### config.mk
export PLATFORM = sky130hd
export DESIGN_NAME = multichan_delay_capture
export DESIGN_NICKNAME = d
export VERILOG_FILES = /design/src/rtl/multichan_delay_capture.sv
export SDC_FILE = /design/constraint.sdc
export NUM_CORES = 1
export LEC_CHECK = 0
export CAP_MARGIN = 15
export CORE_ASPECT_RATIO = 1.25
export CORE_MARGIN = 4
export CORE_UTILIZATION = 45
export CTS_BUF_LIST = sky130_fd_sc_hd__clkbuf_8
export CTS_CLUSTER_SIZE = 28
export DETAILED_ROUTE_END_ITERATION = 10
export GPL_TIMING_DRIVEN = 0
export SYNTH_ARGS = -nofsm -noshare
export SYNTH_HDL_FRONTEND = slang
export SYNTH_SLANG_ARGS = --single-unit
### constraint.sdc
create_clock -name clk -period 23.1 [get_ports clk]
set_input_delay 2.31 -clock clk [delete_from_list [all_inputs] [get_ports clk]]
set_output_delay 2.31 -clock clk [all_outputs]
set_load 0.005 [all_outputs]
### src/rtl/multichan_delay_capture.sv
// Multi-channel 1-bit sample delay line with trigger capture and frozen history readout.
// The capture-release pulse is named release_req because "release" is a reserved word.
module multichan_delay_capture #(
    parameter int unsigned NUM_CH       = 7,
    parameter int unsigned DEPTH        = 80,
    parameter int unsigned POST_SAMPLES = 40,
    localparam int unsigned AW          = $clog2(DEPTH)
) (
    input  logic              clk,
    input  logic              reset,
    input  logic              sample_en,
    input  logic [NUM_CH-1:0] din,
    input  logic              cfg_we,
    input  logic [7:0]        cfg_ch,
    input  logic [AW-1:0]     cfg_dly,
    input  logic              arm,
    input  logic              trig,
    input  logic              release_req,
    input  logic              rd_en,
    input  logic [AW-1:0]     rd_addr,
    output logic [NUM_CH-1:0] dout,
    output logic [NUM_CH-1:0] dout_vld,
    output logic [NUM_CH-1:0] rd_data,
    output logic              rd_valid,
    output logic              frozen
);

    localparam int unsigned FW = $clog2(DEPTH + 1);
    localparam int unsigned CW = (NUM_CH > 1) ? $clog2(NUM_CH) : 1;

    typedef enum logic [1:0] {RUN, ARMED, POST, FROZEN} state_t;

    state_t           state;
    logic [AW-1:0]    post_cnt;
    logic [FW-1:0]    fill;
    logic [FW-1:0]    fill_next;
    logic [DEPTH-1:0] hist [NUM_CH];
    logic [AW-1:0]    dly  [NUM_CH];
    logic             shift;

    assign shift     = sample_en && (state != FROZEN);
    assign fill_next = (32'(fill) >= DEPTH) ? fill : fill + FW'(1);

    // Capture state machine; release wins over arm, arm over trig.
    always_ff @(posedge clk) begin
        if (reset) begin
            state    <= RUN;
            post_cnt <= '0;
            frozen   <= 1'b0;
        end else begin
            frozen <= (state == FROZEN);
            case (state)
                RUN: begin
                    if (arm && !release_req) state <= ARMED;
                end
                ARMED: begin
                    if (release_req) begin
                        state <= RUN;
                    end else if (trig) begin
                        post_cnt <= '0;
                        state    <= (POST_SAMPLES == 0) ? FROZEN : POST;
                    end
                end
                POST: begin
                    if (release_req) begin
                        state <= RUN;
                    end else if (shift) begin
                        if (32'(post_cnt) + 32'd1 == POST_SAMPLES) state <= FROZEN;
                        else post_cnt <= post_cnt + AW'(1);
                    end
                end
                FROZEN: begin
                    if (release_req) state <= RUN;
                end
                default: state <= RUN;
            endcase
        end
    end

    // History shift, delayed tap and per-channel validity on every shifting strobe.
    always_ff @(posedge clk) begin
        if (reset) begin
            for (int c = 0; c < NUM_CH; c++) hist[c] <= '0;
            dout     <= '0;
            dout_vld <= '0;
            fill     <= '0;
        end else if (shift) begin
            fill <= fill_next;
            for (int c = 0; c < NUM_CH; c++) begin
                hist[c]     <= {hist[c][DEPTH-2:0], din[c]};
                dout[c]     <= hist[c][dly[c]];
                dout_vld[c] <= (32'(fill_next) > 32'(dly[c]));
            end
        end
    end

    // Per-channel delay configuration; out-of-range delays clamp to the oldest tap.
    always_ff @(posedge clk) begin
        if (reset) begin
            for (int c = 0; c < NUM_CH; c++) dly[c] <= '0;
        end else if (cfg_we && (32'(cfg_ch) < NUM_CH)) begin
            dly[cfg_ch[CW-1:0]] <= (32'(cfg_dly) >= DEPTH) ? AW'(DEPTH - 1) : cfg_dly;
        end
    end

    // Random-access readout of the frozen history; addresses past the end read as zero.
    always_ff @(posedge clk) begin
        if (reset) begin
            rd_valid <= 1'b0;
            rd_data  <= '0;
        end else begin
            rd_valid <= 1'b0;
            if (rd_en && (state == FROZEN)) begin
                rd_valid <= 1'b1;
                for (int c = 0; c < NUM_CH; c++)
                    rd_data[c] <= (32'(rd_addr) < DEPTH) ? hist[c][rd_addr] : 1'b0;
            end
        end
    end

endmodule

### Word level (Yosys, flattened, before mapping)

Memory sizes are Yosys's and may differ from the RTL's.
Index checks and enable logic that the tools add are counted.

| word-level totals | value |
|---|---|
| bits in registers | 39 |
| bits in writable memories | 609 |
| bits of input ports | 37 |
| word-level logic and storage cells | 134 |
| memories | 2 |

Memories:

| memory | depth | width | rd ports | clocked after Yosys merged registers in | wr ports | line | source |
|---|---|---|---|---|---|---|---|
| hist | 7 | 80 | 7 | 0 | 7 | 37 | `logic [DEPTH-1:0] hist [NUM_CH];` |
| dly | 7 | 7 | 7 | 0 | 7 | 38 | `logic [AW-1:0] dly [NUM_CH];` |

| cells by class | value |
|---|---|
| add/subtract/negate cells | 3 |
| magnitude comparators | 19 |
| equal/unequal tests | 15 |
| multiplexer cells | 70 |
| bitwise logic cells | 7 |
| reduce and logical (&&, ||, !) cells | 10 |

Operators with widths:

| operator | number |
|---|---|
| $mux W80 | 7 |
| $bmux W1 S7 | 14 |
| $lt A7 B8 Y1 const B | 8 |
| $mux W7 | 8 |
| $gt A7 B7 Y1 | 7 |
| $mux W1 | 31 |
| $ne A2 B2 Y1 const B | 8 |
| $add A7 B1 Y7 const B | 2 |
| $ge A7 B7 Y1 const B | 2 |
| $mux W2 | 7 |
| $pmux W7 S2 | 1 |
| $ne A3 B3 Y1 const B | 3 |
| $add A7 B1 Y8 const B | 1 |
| $eq A8 B6 Y1 const B | 1 |
| $lt A8 B3 Y1 const B | 1 |
| $pmux W2 S4 | 1 |
| $lt A7 B7 Y1 const B | 1 |
| $or A1 B1 Y1 | 7 |
| $reduce_or A7 Y1 | 1 |
| $reduce_and A6 Y1 | 1 |
| $reduce_and A5 Y1 | 1 |
| $eq A2 B2 Y1 const B | 2 |
| $logic_and A1 B1 Y1 | 4 |
| $mux W3 | 1 |
| other kinds (4) | 4 |

### Depth between registers and ports, before layout

| logic depth | value |
|---|---|
| depth after elaboration | 7 |
| mapped depth | 12 |
| depth with buffers taken out | 12 |

### Least setup slack after synthesis

OpenSTA, ideal clock, no wires.

| timing path | value |
|---|---|
| kind | input to register |
| start | input sample_en |
| end | memory hist[0][0], enable pin |
| data arrival time | 13.758 ns |
| slack | 8.439 ns |
| stages | 5 |
| path buffers | 1 |
| cells stage by stage | inv_1 > a21oi_1 > nor2_1 > clkbuf_1 > inv_1 |

RTL lines:

| item | line | source |
|---|---|---|
| start, declared | 11 | `input logic sample_en,` |
| end, declared | 37 |  |

==> flow_summary_export.csv <==
group,metric,value,unit
synth,synth_seq_cells,648,
outcome,status,"finished, final reports clean",
pwr,p_per_area,70.9,nW/um^2
clock_network,ctsResizeCount,0,
timing,hold-worst-slack,0.491,ns
cells_and_area,postLayoutCoreUtil,51.2,%
clock_network,cts_sinks,648,
placed_design,hpwl,71700,microns
timing,finalCritPeriodShare,27.4,%
route,ant_nets,0,
worst_setup_path,cp.required,23.46,ns
global_route,grt_pass1_wl,156000,microns
synth,synth_cells,2299,
cells_and_area,stdcell_area,38400,sq um
hold_path,hold_class,"flop to flop",
clock_network,htree_levels,3,
cells_and_area,multi_input_area,14200,sq um
placed_design,dpl.cell_count,3342,
clock_network,numCtsBuffers,106,
clock_network,clkLatencyLatePin,0.76,ns
clock_network,cts_setup_buffers,0,
worst_setup_path,crit_arrival,6.68,ns
timing,setup_viol,0,
worst_setup_path,start_kind,"input pin",
clock_network,cts_root_buf,"clkbuf_8",
cells_and_area,drive_gt1_share,21.1,%
global_route,grt_max_degree,140,
clock_network,path_clk_slew,0.06,ns
synth,async_flop_share,0,%
synth,syn_nets,2388,
route,drtPass1Iterations,7,
floorplan,fp.dieH,317,microns
route,drc,0,
clock_network,hold_buffers,0,
timing,finalHoldViolations,0,
cells_and_area,register_area,19000,sq um
worst_setup_path,r2r_cells,7,
synth,synth.distinct_cells,61,
timing,slew_viol_final,0,
timing,max_slew_margin,13.2,%
clock_network,cts_tree,"done",
global_route,track_usage,26.6,%
synth,synth_edf_count,602,
synth,netlist_area,34300,sq um
route,vias,23200,
global_route,antenna_found_initial,7,
synth,synthFlopType,"edfxtp_1",
timing,skew,0.0391,ns
synth,seq_area_frac_synth,55.4,%
route,wl_per_cell,30.2,microns
worst_setup_path,path_max_fanout,139,
worst_setup_path,end_kind,"flop",
floorplan,initial_utilization,45.6,%
floorplan,dieArea,80700,sq um
pwr,peakVddDrop,0.0000355,V
placed_design,place_congestion,0.890,
timing,fin_tns_setup,0,ns
cells_and_area,fillCellCount,6309,
synth,yosys_warnings,0,
timing,rsz0062_at_grt,"no",
pwr,total_power,2.73,mW
placed_design,io_buffers,53,
synth,synthesis.area_per_instance,14.9,sq um
floorplan,num_io_pins,60,
placed_design,dpl_cell_area,36400,sq um
timing,max_freq,158,MHz
placed_design,pre_cts_ws,16.21,ns
timing,period_minus_slack,6.32,ns
route,routed_wl,107000,microns
route,viasPerCell,6.54,
hold_path,min_path_cells,2,
pwr,power_leakage,15.6,nW
floorplan,die_w,255,microns
cells_and_area,final_cell_count_no_fill,3543,
cells_and_area,nNetsFinal,2571,
cells_and_area,syn2layout_area_growth,12.1,%
global_route,grt_pass1_vias,23100,
clock_network,clockBufferDepth,3,
route,drtIter0Drc,2790,
global_route,globalRouteOverflowTotal,0,
floorplan,rows,112,
job,drv_cap,0,
worst_setup_path,path_class,"input pin to flop",
floorplan,core_area,75100,sq um
timing,tightest_slew,1.30,ns
timing,setup_slack,16.78,ns
[sequential cells by signal, indices dropped and copies added, names as in the netlist]
signal    cells
dly          49
dout          7
dout_vld      7
fill          7
frozen        1
hist        560
post_cnt      7
rd_data       7
rd_valid      1
state         2
[logic make-up (layout without fill, tap and decap cells)]
kind of cell             after synthesis  in the layout  share of synthesized area (%)
adder cells (fa/ha/maj)               52             52                           1.90
AND/OR/NAND/NOR                      820            820                           13.9
flip-flops                           648            648                           55.4
multiplexers                         357            357                           22.5
AO/OA/AOI/OAI                        145            145                           2.80
other                                  0              3                              0
buffers and inverters                266            538                           3.14
XOR/XNOR                              11             11                          0.281
[synth_stat cells, types with 7 or more instances]
cell type / number / area share (%)
mux2i_1: 26 / 0.76
nand3_1: 20 / 0.29
o21a_1: 10 / 0.22
nor2b_1: 110 / 2.0
buf_1: 10 / 0.11
buf_2: 27 / 0.39
mux4_2: 331 / 22
nand2b_1: 10 / 0.18
o21ai_1: 10 / 0.15
and3_1: 487 / 8.9
a22oi_1: 10 / 0.22
o21ai_0: 27 / 0.39
nand2_1: 70 / 0.77
edfxtp_1: 602 / 53
clkbuf_1: 159 / 1.7
nor2_1: 69 / 0.76
ha_1: 52 / 1.9
nand4_1: 16 / 0.29
xnor2_1: 9 / 0.23
inv_1: 59 / 0.65
nor3_1: 10 / 0.15
a21oi_1: 31 / 0.45
o22ai_1: 7 / 0.13
dfxtp_1: 46 / 2.7
[cell usage in the layout (no fill, tap or decap), types with 11 or more instances in the layout]
master / count
o21ai_0: 26
clkbuf_8: 115
clkinv_2: 14
clkbuf_2: 11
nand4_1: 16
mux4_2: 331
edfxtp_1: 602
clkinv_1: 26
nand2_1: 70
clkdlybuf4s50_1: 53
a21oi_1: 31
dfxtp_1: 46
nand3_1: 20
nor2b_1: 110
inv_1: 94
ha_1: 52
and3_1: 487
nor2_1: 69
buf_2: 30
mux2i_1: 26
o21ai_1: 11
clkbuf_1: 149
[worst max-delay path, cell delays in order]
cell and delay [ns]:
clkdlybuf4s50_1 0.51, inv_1 0.07, a21oi_1 0.95, nor2_1 0.61
clkbuf_1 0.57, inv_8 0.54, buf_16 0.37, buf_16 0.45
[layout make-up]
type | count | share of cell area (%)
buffer | 203 | 2.22
antenna | 3 | 0.0195
multi-input combinational | 1385 | 37.0
inverter | 63 | 0.635
tap | 969 | 3.16
timing repair buffer | 75 | 2.28
sequential | 648 | 49.4
clock inverter | 82 | 1.12
clock buffer | 115 | 4.12
[path summary, 6_finish.rpt]
check	startpoint	end	slack, ns
worst min-delay path	post_cnt[1]$_SDFFE_PP0P_	post_cnt[1]$_SDFFE_PP0P_	0.49
worst max-delay path	sample_en	hist[0][287]$_SDFFCE_PN0P_	16.78
worst min register to register	post_cnt[1]$_SDFFE_PP0P_	post_cnt[1]$_SDFFE_PP0P_	0.49
worst max register to register	state[0]$_SDFFE_PP0P_	hist[0][287]$_SDFFCE_PN0P_	18.37
[power breakdown]
group	internal [mW]	total, mW	switching (mW)	leakage (nW)
Combinational	0.151	0.326	0.175	7.45
Sequential	1.36	1.41	0.0536	6.97
Clock	0.492	0.985	0.493	1.17
[layer usage]
metal	up-vias	share of wire [%]	global-route usage, %	wire (microns)
met1	12100	38	35.1	40800
li1	9668	-	-	-
met4	2	4.7	11.4	5000
met5	-	0.012	0	13
met2	1188	48	42.8	51000
met3	234	9.5	5.88	10200
No activity file was read; power rests on OpenSTA's default activity.
